`src/rtl/spi_burst_ctrl.sv`:
```
// Multi-byte burst sequencer in front of a byte-level SPI master: TX/RX FIFOs,
// one master start per byte, inter-byte idle gap, done watchdog and host abort.
module spi_burst_ctrl #(
    parameter int DEPTH      = 16,
    parameter int GAP_CYCLES = 4,
    parameter int TIMEOUT    = 4096,
    localparam int CW        = $clog2(DEPTH + 1)
) (
    input  logic          clk,
    input  logic          rst_n,
    input  logic [7:0]    tx_data,
    input  logic          tx_valid,
    output logic          tx_ready,
    output logic [CW-1:0] tx_count,
    output logic [7:0]    rx_data,
    output logic          rx_valid,
    input  logic          rx_ready,
    output logic [CW-1:0] rx_count,
    input  logic          go,
    input  logic [7:0]    len,
    input  logic          abort,
    output logic          busy,
    output logic [7:0]    bytes_left,
    output logic          burst_done,
    output logic          err,
    output logic          m_start,
    output logic [7:0]    m_wr_data,
    input  logic [7:0]    m_rd_data,
    input  logic          m_done
);
    localparam int AW = $clog2(DEPTH);
    localparam int GW = $clog2(GAP_CYCLES);
    localparam int WW = $clog2(TIMEOUT);
    localparam logic [CW-1:0] FULL_CNT = CW'(DEPTH);

    typedef enum logic [2:0] {
        S_IDLE, S_LOAD, S_START, S_WAIT, S_GAP, S_FIN
    } state_t;

    state_t        state_q, state_d;
    logic [7:0]    bytes_left_q, bytes_left_d;
    logic [GW-1:0] gap_q, gap_d;
    logic [WW-1:0] wd_q, wd_d;
    logic          err_q, err_d;
    logic [7:0]    m_wr_data_q, m_wr_data_d;

    logic [AW-1:0] tx_wr_ptr_q, tx_wr_ptr_d, tx_rd_ptr_q, tx_rd_ptr_d;
    logic [AW-1:0] rx_wr_ptr_q, rx_wr_ptr_d, rx_rd_ptr_q, rx_rd_ptr_d;
    logic [CW-1:0] tx_count_q, tx_count_d, rx_count_q, rx_count_d;
    logic          tx_push, tx_pop, rx_push, rx_pop;

    logic [7:0] tx_mem [DEPTH];
    logic [7:0] rx_mem [DEPTH];

    assign tx_ready   = (tx_count_q != FULL_CNT);
    assign rx_valid   = (rx_count_q != '0);
    assign tx_push    = tx_valid && tx_ready;
    assign rx_pop     = rx_ready && rx_valid;
    assign rx_data    = rx_mem[rx_rd_ptr_q];
    assign tx_count   = tx_count_q;
    assign rx_count   = rx_count_q;
    assign busy       = (state_q != S_IDLE);
    assign burst_done = (state_q == S_FIN);
    assign m_start    = (state_q == S_START);
    assign err        = err_q;
    assign bytes_left = bytes_left_q;
    assign m_wr_data  = m_wr_data_q;

    // Storage is written per entry; no reset so it maps onto distributed RAM.
    for (genvar gi = 0; gi < DEPTH; gi++) begin : g_mem
        always_ff @(posedge clk) begin
            if (tx_push && (tx_wr_ptr_q == AW'(gi))) tx_mem[gi] <= tx_data;
            if (rx_push && (rx_wr_ptr_q == AW'(gi))) rx_mem[gi] <= m_rd_data;
        end
    end

    always_comb begin
        state_d      = state_q;
        bytes_left_d = bytes_left_q;
        gap_d        = gap_q;
        wd_d         = wd_q;
        err_d        = 1'b0;
        m_wr_data_d  = m_wr_data_q;
        tx_pop       = 1'b0;
        rx_push      = 1'b0;
        case (state_q)
            S_IDLE: begin
                if (go) begin
                    if (len != 8'd0) begin
                        state_d      = S_LOAD;
                        bytes_left_d = len;
                    end else begin
                        err_d = 1'b1;
                    end
                end
            end
            // Requiring RX room here reserves the slot the byte will land in.
            S_LOAD: begin
                if ((tx_count_q != '0) && (rx_count_q != FULL_CNT)) begin
                    tx_pop      = 1'b1;
                    m_wr_data_d = tx_mem[tx_rd_ptr_q];
                    state_d     = S_START;
                end
            end
            S_START: begin
                wd_d    = '0;
                state_d = S_WAIT;
            end
            S_WAIT: begin
                if (m_done) begin
                    rx_push      = 1'b1;
                    bytes_left_d = bytes_left_q - 8'd1;
                    if (bytes_left_q == 8'd1) begin
                        state_d = S_FIN;
                    end else begin
                        state_d = S_GAP;
                        gap_d   = '0;
                    end
                end else if (wd_q == WW'(TIMEOUT - 1)) begin
                    err_d        = 1'b1;
                    bytes_left_d = 8'd0;
                    state_d      = S_IDLE;
                end else begin
                    wd_d = wd_q + 1'b1;
                end
            end
            S_GAP: begin
                if (gap_q == GW'(GAP_CYCLES - 1)) state_d = S_LOAD;
                else                              gap_d   = gap_q + 1'b1;
            end
            S_FIN:   state_d = S_IDLE;
            default: state_d = S_IDLE;
        endcase
        // Abort wins over a same-cycle m_done, watchdog expiry or pending pop.
        if (abort && (state_q != S_IDLE)) begin
            state_d      = S_IDLE;
            bytes_left_d = 8'd0;
            err_d        = 1'b0;
            tx_pop       = 1'b0;
            rx_push      = 1'b0;
            m_wr_data_d  = m_wr_data_q;
        end
    end

    always_comb begin
        tx_wr_ptr_d = tx_push ? tx_wr_ptr_q + 1'b1 : tx_wr_ptr_q;
        tx_rd_ptr_d = tx_pop  ? tx_rd_ptr_q + 1'b1 : tx_rd_ptr_q;
        rx_wr_ptr_d = rx_push ? rx_wr_ptr_q + 1'b1 : rx_wr_ptr_q;
        rx_rd_ptr_d = rx_pop  ? rx_rd_ptr_q + 1'b1 : rx_rd_ptr_q;
        tx_count_d  = tx_count_q + CW'(tx_push) - CW'(tx_pop);
        rx_count_d  = rx_count_q + CW'(rx_push) - CW'(rx_pop);
    end

    always_ff @(posedge clk) begin
        if (!rst_n) begin
            state_q      <= S_IDLE;
            bytes_left_q <= '0;
            gap_q        <= '0;
            wd_q         <= '0;
            err_q        <= 1'b0;
            m_wr_data_q  <= '0;
            tx_wr_ptr_q  <= '0;
            tx_rd_ptr_q  <= '0;
            rx_wr_ptr_q  <= '0;
            rx_rd_ptr_q  <= '0;
            tx_count_q   <= '0;
            rx_count_q   <= '0;
        end else begin
            state_q      <= state_d;
            bytes_left_q <= bytes_left_d;
            gap_q        <= gap_d;
            wd_q         <= wd_d;
            err_q        <= err_d;
            m_wr_data_q  <= m_wr_data_d;
            tx_wr_ptr_q  <= tx_wr_ptr_d;
            tx_rd_ptr_q  <= tx_rd_ptr_d;
            rx_wr_ptr_q  <= rx_wr_ptr_d;
            rx_rd_ptr_q  <= rx_rd_ptr_d;
            tx_count_q   <= tx_count_d;
            rx_count_q   <= rx_count_d;
        end
    end
endmodule

```
`config.mk`:
```
export PLATFORM = sky130hd
export DESIGN_NAME = spi_burst_ctrl
export DESIGN_NICKNAME = d
export VERILOG_FILES = /design/src/rtl/spi_burst_ctrl.sv
export SDC_FILE = /design/constraint.sdc
export NUM_CORES = 1
export LEC_CHECK = 0
export CAP_MARGIN = 20
export CORE_UTILIZATION = 60
export CTS_CLUSTER_SIZE = 8
export DETAILED_ROUTE_END_ITERATION = 10
export PLACE_DENSITY = 0.8
export SLEW_MARGIN = 20
export SYNTH_ARGS = -nofsm -noshare
export SYNTH_HDL_FRONTEND = slang
export SYNTH_SLANG_ARGS = --single-unit
export TNS_END_PERCENT = 20
```
`constraint.sdc`:
```
create_clock -name clk -period 4.1 [get_ports clk]
set_clock_uncertainty 0.05 [all_clocks]
set_input_delay 0.82 -clock clk [delete_from_list [all_inputs] [get_ports clk]]
set_output_delay 0.82 -clock clk [all_outputs]
set_load 0.01 [all_outputs]
```
### Word-level counts from Yosys, hierarchy flattened

Memory sizes are Yosys's and may differ from the RTL's. A register that Yosys moved wholly into a read port is not among the register bits.
Cells that the tools add are included.

* register bits after elaboration: 52
* memory bits (writable): 256
* bits of input ports: 31
* output and inout bits: 40
* logic and storage cells: 346
* memories kept: 2

* $add $sub $neg: 11
* equal/unequal tests: 50
* mux-type cells: 187
* bitwise operators: 2
* reduce and logical (&&, ||, !) cells: 83

Memories
* rx_mem: words 16, bits a word 8, rd ports 1, clocked after Yosys merged registers in 1, wr ports 1, line 53 `logic [7:0] rx_mem [DEPTH];`
* tx_mem: words 16, bits a word 8, rd ports 1, clocked after Yosys merged registers in 1, wr ports 1, line 52 `logic [7:0] tx_mem [DEPTH];`

Operators by type and width (count)
* $mux 8: 34
* $reduce_or 8->1: 30
* $mux 4: 32
* $mux 1: 105
* $eq 4x4->1 const B: 16
* $logic_and 1x1->1: 36
* $eq 4x3->1 const B: 8
* $mux 12: 2
* $pmux 12 s2: 1
* $mux 3: 6
* $ne 2x2->1 const B: 9
* $add 4x1->4 const B: 4
* $eq 4x2->1 const B: 4
* $pmux 8 s2: 1
* $pmux 3 s5: 1
* $add 12x1->12 const B: 1
* $eq 12x12->1 const B: 1
* $add 5x1->5: 2
* $ne 5x5->1 const B: 2
* $reduce_bool 5->1: 2
* $sub 5x1->5: 2
* $eq 4x1->1 const B: 2
* $eq 8x1->1 const B: 1
* $logic_not 4->1: 2
* other kinds (20): 29

### Longest topological paths before layout

Gate-level depths: netlist (run 1).

* depth after elaboration: 22
* gate-level depth with buffers: 16
* gate-level depth less buffers: 15

### Worst setup path after synthesis (run 1)

Ideal clock, no wire load.

* path type: register -> register
* start: register tx_count_q[3] (netlist: tx_count[3])
* end: register tx_count_q[4] (netlist: tx_count[4])
* setup time: 0.116 ns
* arrival: 2.824 ns
* data required time: 3.934 ns
* path slack: 1.110 ns
* stages on the path, launching flop included: 16
* path buffers: 1
* clock period less this slack: 2.990 ns
* cell sequence: dfxtp_1 -> inv_1 -> ha_1 -> nor4b_1 -> nor4b_4 -> buf_4 -> ha_1 -> inv_1 -> ha_1 -> inv_1 -> fa_1 -> inv_1 -> a21oi_1 -> nor2_1 -> or3_1 -> and3_1

* word-level cells in the longest chain between the ends: 6
* elaborated cells between the ends (all ways): 9
* classes of those cells: add/sub: 2; eq/ne: 1; mux: 3; reduce/logical: 3

Ends and longest elaborated chain
* start, declared: line 49 `logic [CW-1:0] tx_count_q, tx_count_d, rx_count_q, rx_count_d;`
* start signal, assigned: line 179 `tx_count_q <= tx_count_d;`
* $reduce_bool 5->1: line 99 `if ((tx_count_q != '0) && (rx_count_q != FULL_CNT)) begin`
* $logic_and 1x1->1: line 99
* $mux 1: line 99
* $mux 1: line 86 `case (state_q)`
* $mux 1: line 135 `if (abort && (state_q != S_IDLE)) begin`
* via tx_pop: line 50 `logic tx_push, tx_pop, rx_push, rx_pop;`
* $sub 5x1->5: line 150 `tx_count_d = tx_count_q + CW'(tx_push) - CW'(tx_pop);`

The timed path passes the listed nets, and every way through them passes these cells.
A chain may end at the register's enable or synchronous reset.

==> results of run 1 <==
power groups by stage:
stage                     Clock [uW]  Sequential [uW]  Combinational [uW]
after floorplan                    0             3910                1410
after global placement             0             3930                1970
after detailed placement           0             3950                2050
after CTS                       3290             3890                2070
after global routing            3420             3920                2250
final                           3250             3900                2050
cell type report:
cell class                      count  area, um2  share of cell area
Clock buffer                       61       1207             0.07861
Clock inverter                      1      16.27            0.001059
Inverter                           27      101.3            0.006598
Sequential cell                   320       8972              0.5841
Timing Repair Buffer               81      795.8             0.05181
Tap cell                          275      344.1             0.02240
Multi-Input combinational cell    407       3923              0.2554
logic make-up after synthesis:
| family | after synthesis | share of synthesized area |
|---|---|---|
| AOI/OAI and AO/OA | 75 | 0.04272 |
| xor gates and xnor gates | 33 | 0.02198 |
| adders and majority gates | 28 | 0.02778 |
| buffers and inverters | 63 | 0.01979 |
| DFF | 320 | 0.6820 |
| muxes | 75 | 0.1256 |
| and+or+nand+nor | 196 | 0.08020 |
how the worst max path moves through the flow:
| stage | end | slack [ns] | cells past startpoint |
|---|---|---|---|
| 2_1_floorplan | tx_count[4] | 1.11 | 15 |
| 3_3_place_gp | rx_count[4] | 0.48 | 14 |
| 3_5_place_dp | rx_count[4] | 0.34 | 14 |
| 4_1_cts | rx_data[1] | 0.47 | 4 |
| 5_1_grt | rx_data[1] | 0.43 | 4 |
| 6_report | rx_data[4] | 0.53 | 4 |
flip-flops by register name, indices dropped and copies added, names as in the netlist, 4 cells and up, named ones only:
name / count
bytes_left: 8
rx_mem: 128
rx_wr_ptr_q: 4
m_wr_data: 8
tx_mem: 128
tx_rd_ptr_q: 4
rx_count: 5
wd_q: 12
rx_rd_ptr_q: 4
tx_wr_ptr_q: 4
tx_count: 5
worst max-delay path, cell delays in order (launching register included):
cell	delay (ns)
sky130_fd_sc_hd__dfxtp_2	0.34
sky130_fd_sc_hd__buf_12	0.26
sky130_fd_sc_hd__mux4_2	0.57
sky130_fd_sc_hd__mux4_2	0.49
sky130_fd_sc_hd__clkdlybuf4s50_1	0.49
Yosys cell counts, types with 13 or more instances:
master | number | area share
sky130_fd_sc_hd__nor2_1 | 52 | 0.015
sky130_fd_sc_hd__dfxtp_1 | 64 | 0.097
sky130_fd_sc_hd__mux4_2 | 72 | 0.12
sky130_fd_sc_hd__a21oi_1 | 13 | 0.0049
sky130_fd_sc_hd__a22o_1 | 16 | 0.011
sky130_fd_sc_hd__edfxtp_1 | 256 | 0.58
sky130_fd_sc_hd__ha_1 | 26 | 0.025
sky130_fd_sc_hd__and2_1 | 36 | 0.017
sky130_fd_sc_hd__clkbuf_1 | 21 | 0.0060
sky130_fd_sc_hd__inv_1 | 27 | 0.0077
sky130_fd_sc_hd__nand2_1 | 36 | 0.010
sky130_fd_sc_hd__xnor2_1 | 24 | 0.016
metrics by stage:
| stage | hold slack (ns) | util | area [um2] | total power [uW] |
|---|---|---|---|---|
| 6_report | 0.4344 | 0.7216 | 15360 | 9196 |
| 5_1_grt | 0.4520 | 0.7216 | 15360 | 9579 |
| 4_1_cts | 0.4324 | 0.7216 | 15360 | 9254 |
| 3_5_place_dp | 0.4119 | 0.6641 | 14140 | 6000 |
| 3_3_place_gp | 0.4177 | 0.6641 | 14140 | 5907 |
| 2_1_floorplan | 0.4074 | - | 13150 | 5315 |
cells in the final DEF, fill, tap and decap left out, types with 3 or more instances in the layout:
master	Yosys	routed
sky130_fd_sc_hd__nand4_1	8	8
sky130_fd_sc_hd__a22oi_1	4	4
sky130_fd_sc_hd__o22ai_1	9	9
sky130_fd_sc_hd__a21boi_0	3	3
sky130_fd_sc_hd__o21ai_0	6	6
sky130_fd_sc_hd__a22o_1	16	16
sky130_fd_sc_hd__edfxtp_1	256	256
sky130_fd_sc_hd__xnor2_1	24	24
sky130_fd_sc_hd__clkdlybuf4s50_1	0	70
sky130_fd_sc_hd__nand2b_1	3	3
sky130_fd_sc_hd__nor2b_1	10	10
sky130_fd_sc_hd__and3_1	8	8
sky130_fd_sc_hd__and2_1	36	36
sky130_fd_sc_hd__buf_4	1	10
sky130_fd_sc_hd__a21o_1	3	3
sky130_fd_sc_hd__nand3_1	7	7
sky130_fd_sc_hd__nor4_1	3	3
sky130_fd_sc_hd__mux2i_1	3	3
sky130_fd_sc_hd__xor2_1	9	9
sky130_fd_sc_hd__clkbuf_1	21	15
sky130_fd_sc_hd__ha_1	26	26
sky130_fd_sc_hd__a21oi_1	13	13
sky130_fd_sc_hd__nor2_1	52	52
sky130_fd_sc_hd__mux4_2	72	72
sky130_fd_sc_hd__a211oi_1	6	6
sky130_fd_sc_hd__dfxtp_2	0	3
sky130_fd_sc_hd__nor3b_1	6	6
sky130_fd_sc_hd__or3_1	3	3
sky130_fd_sc_hd__nor3_1	10	10
sky130_fd_sc_hd__nand2_1	36	36
sky130_fd_sc_hd__inv_1	27	27
sky130_fd_sc_hd__clkbuf_16	0	46
sky130_fd_sc_hd__dfxtp_1	64	61
per-layer routing:
| metal | wire length [um] | share of wire | vias up |
|---|---|---|---|
| met5 | 0 | 0 | - |
| met1 | 10330 | 0.39 | 3628 |
| li1 | - | - | 3243 |
| met2 | 13800 | 0.52 | 291 |
| met4 | 772 | 0.029 | 0 |
| met3 | 1422 | 0.054 | 70 |
==> reports/results.txt, run 1 <==
The flow ran to the end, and the final reports show no timing, DRC or antenna violations. In this run the remaining antenna-violating nets after routing total 0. Adding up every negative setup slack in the final design gives 0 ns. The tools report the met1 capacity usage during global routing as 0.3085. Summed over all cells, the static leakage comes to 0.005042 uW. The tools report the global routing usage summed across all routing layers as 0.2471. The count of cells along the worst hold path works out to 2. TritonCTS built the clock tree.

The clock tree buffer depth came out at 3. Setup repair after global routing left no endpoint under its margin. Data arrives at the worst endpoint at 2.70 ns. After the flow finishes, the layout carries non-filler instances totaling 1172. The buffer cell driving the clock tree root was sky130_fd_sc_hd__clkbuf_16. The number of global-route vias before repair came out at 7522. The number of inserted diodes came out at 0.

The final setup slack of the worst path came out at 0.5274 ns. Power spread over the standard cell area amounts to 598.7 nW/um2. In this run the most critical hold path is launched from m_wr_data[1]. Once detailed placement completed, the half-perimeter wirelength came to 16.53 mm. Entering global routing, the biggest net connects 35 pins. The met3 demand-to-capacity share in global routing was 0.04299.

The number of antenna violations at the first check in global routing is 0, and the worst-case setup slack after placement is 0.3380 ns. The run gives 40.88 mm as the global-route wire length before repair. Dividing the synthesized area by the synthesized cell count gives 16.65 um2. Setup violations remaining at the end of the flow were counted as 0. The area growth from synthesis to layout is 16.79%. The tightest slew margin relative to the limit is 0.3987, and the number of levels the H-tree was split into is 2. The tools report the number of clock sinks as 320.

The met2 capacity usage during global routing is 0.4313, and the number of vias in the routed layout is 7232. The worst hold endpoint was m_wr_data[1]. Actual transition at the worst max-transition pin: 0.8986 ns. The tools report the post-synthesis sequential area ratio as 0.6820.

The startpoint identified for the worst register-to-register timing path is rx_count[2]. The filler cells instantiated in the layout total 1296. For the reg2reg setup slack, the log shows 1.01 ns.

Summed over all layers, the routed wires come to 26.33 mm. The endpoint identified for the worst register-to-register timing path is tx_count[4]. At the end of the flow, the number of nets in the layout was 941. For this run, the leading register cell type out of synthesis is sky130_fd_sc_hd__edfxtp_1. The worst-case IR drop observed on VDD is 403.0 uV.

The tools report the core footprint as 21290 um2. Busiest layer in global routing: met2. The internal power is 6772 uW, and the switching power as a share of total power is 0.2635. STA classifies the critical path startpoint as a register. Of all nets on the critical path, the largest fanout is 32. Counting the buffers created by CTS gives 45. The share of cells above drive strength 1 is 0.1583, and the share of power burned in the clock network is 0.353. The share of async-settable or async-resettable flops after synthesis was 0; the placement row count was 53. For the detailed-routing iteration count for the pre-antenna-repair pass, the log shows 5.

The class of the tightest hold or removal check was reg2reg. The run gives 0 as the final number of max-transition violations. The final critical-path share of the clock period was 0.8714; the chip height was 150.1 um. Summed over all layers, the global routing overflow is 0. The critical path in this run is classified as reg2out. In the routed design, unresolved DRC markers number 0.

The tools report the quantity of gates resized following cts as 0. The weighted congestion reported at the end of routability-driven placement was 0.9188; the I/O pin count was 71. Clock latency on the worst-skew pair, taken at its later pin, is 0.54 ns. Synthesis instantiated 57 different standard cells from the library. The total net switching power was 2423 uW; the post-synthesis cell count was 790.

The run gives 22520 um2 as the area of the die. The final critical-path required period is 3.573 ns. During synthesis, Yosys emitted a total of 0 warnings. The tools report the post-synth design cell area as 13150 um2. Dividing the detail-routed via count by the number of cells gives 6.171. The count of buffers added on input and output ports is 70. The synthesized flop and latch total is 320, and the part of the power in combinational logic is 0.223. The tools report the number of buffers added for setup after CTS as 0. For the worst flop-to-flop path, the logic depth is 14.

Hold repair after CTS inserted 0 buffers. Data required time at the worst endpoint: 3.23 ns. The number of enable-type register cells in the synthesized netlist came out at 256. The part of the total power dissipated in sequential elements is 0.424, and the routed wire length per instance is 22.47 um.

The run gives 1110 as the number of instances in the placed design. The number of DRC markers after the initial detailed-route iteration was 583. Timing would allow up to 279.9 MHz. The clock slew at the register clock pins of the worst setup and hold paths came out at 0.05 ns. The initial cell density of the core was 0.6178; the total of max-cap violations was 0. The number of hold violations in the final report came out at 0.

The number of nets handed over by synthesis was 849. The tools report the category of the worst setup path capture point as a primary output. The horizontal die dimension was 150.1 um.
(Power assumes the default switching activity.)
==> run 2: changes to the inputs <==
--- a/config.mk
+++ b/config.mk
@@ -7,6 +7,7 @@
 export LEC_CHECK = 0
 export CAP_MARGIN = 20
 export CORE_UTILIZATION = 60
+export CTS_CLUSTER_DIAMETER = 200
 export CTS_CLUSTER_SIZE = 8
 export DETAILED_ROUTE_END_ITERATION = 10
 export PLACE_DENSITY = 0.8
==> results of run 2 <==
Same layout as run 1: the final DEF is identical, and so are final timing and power.
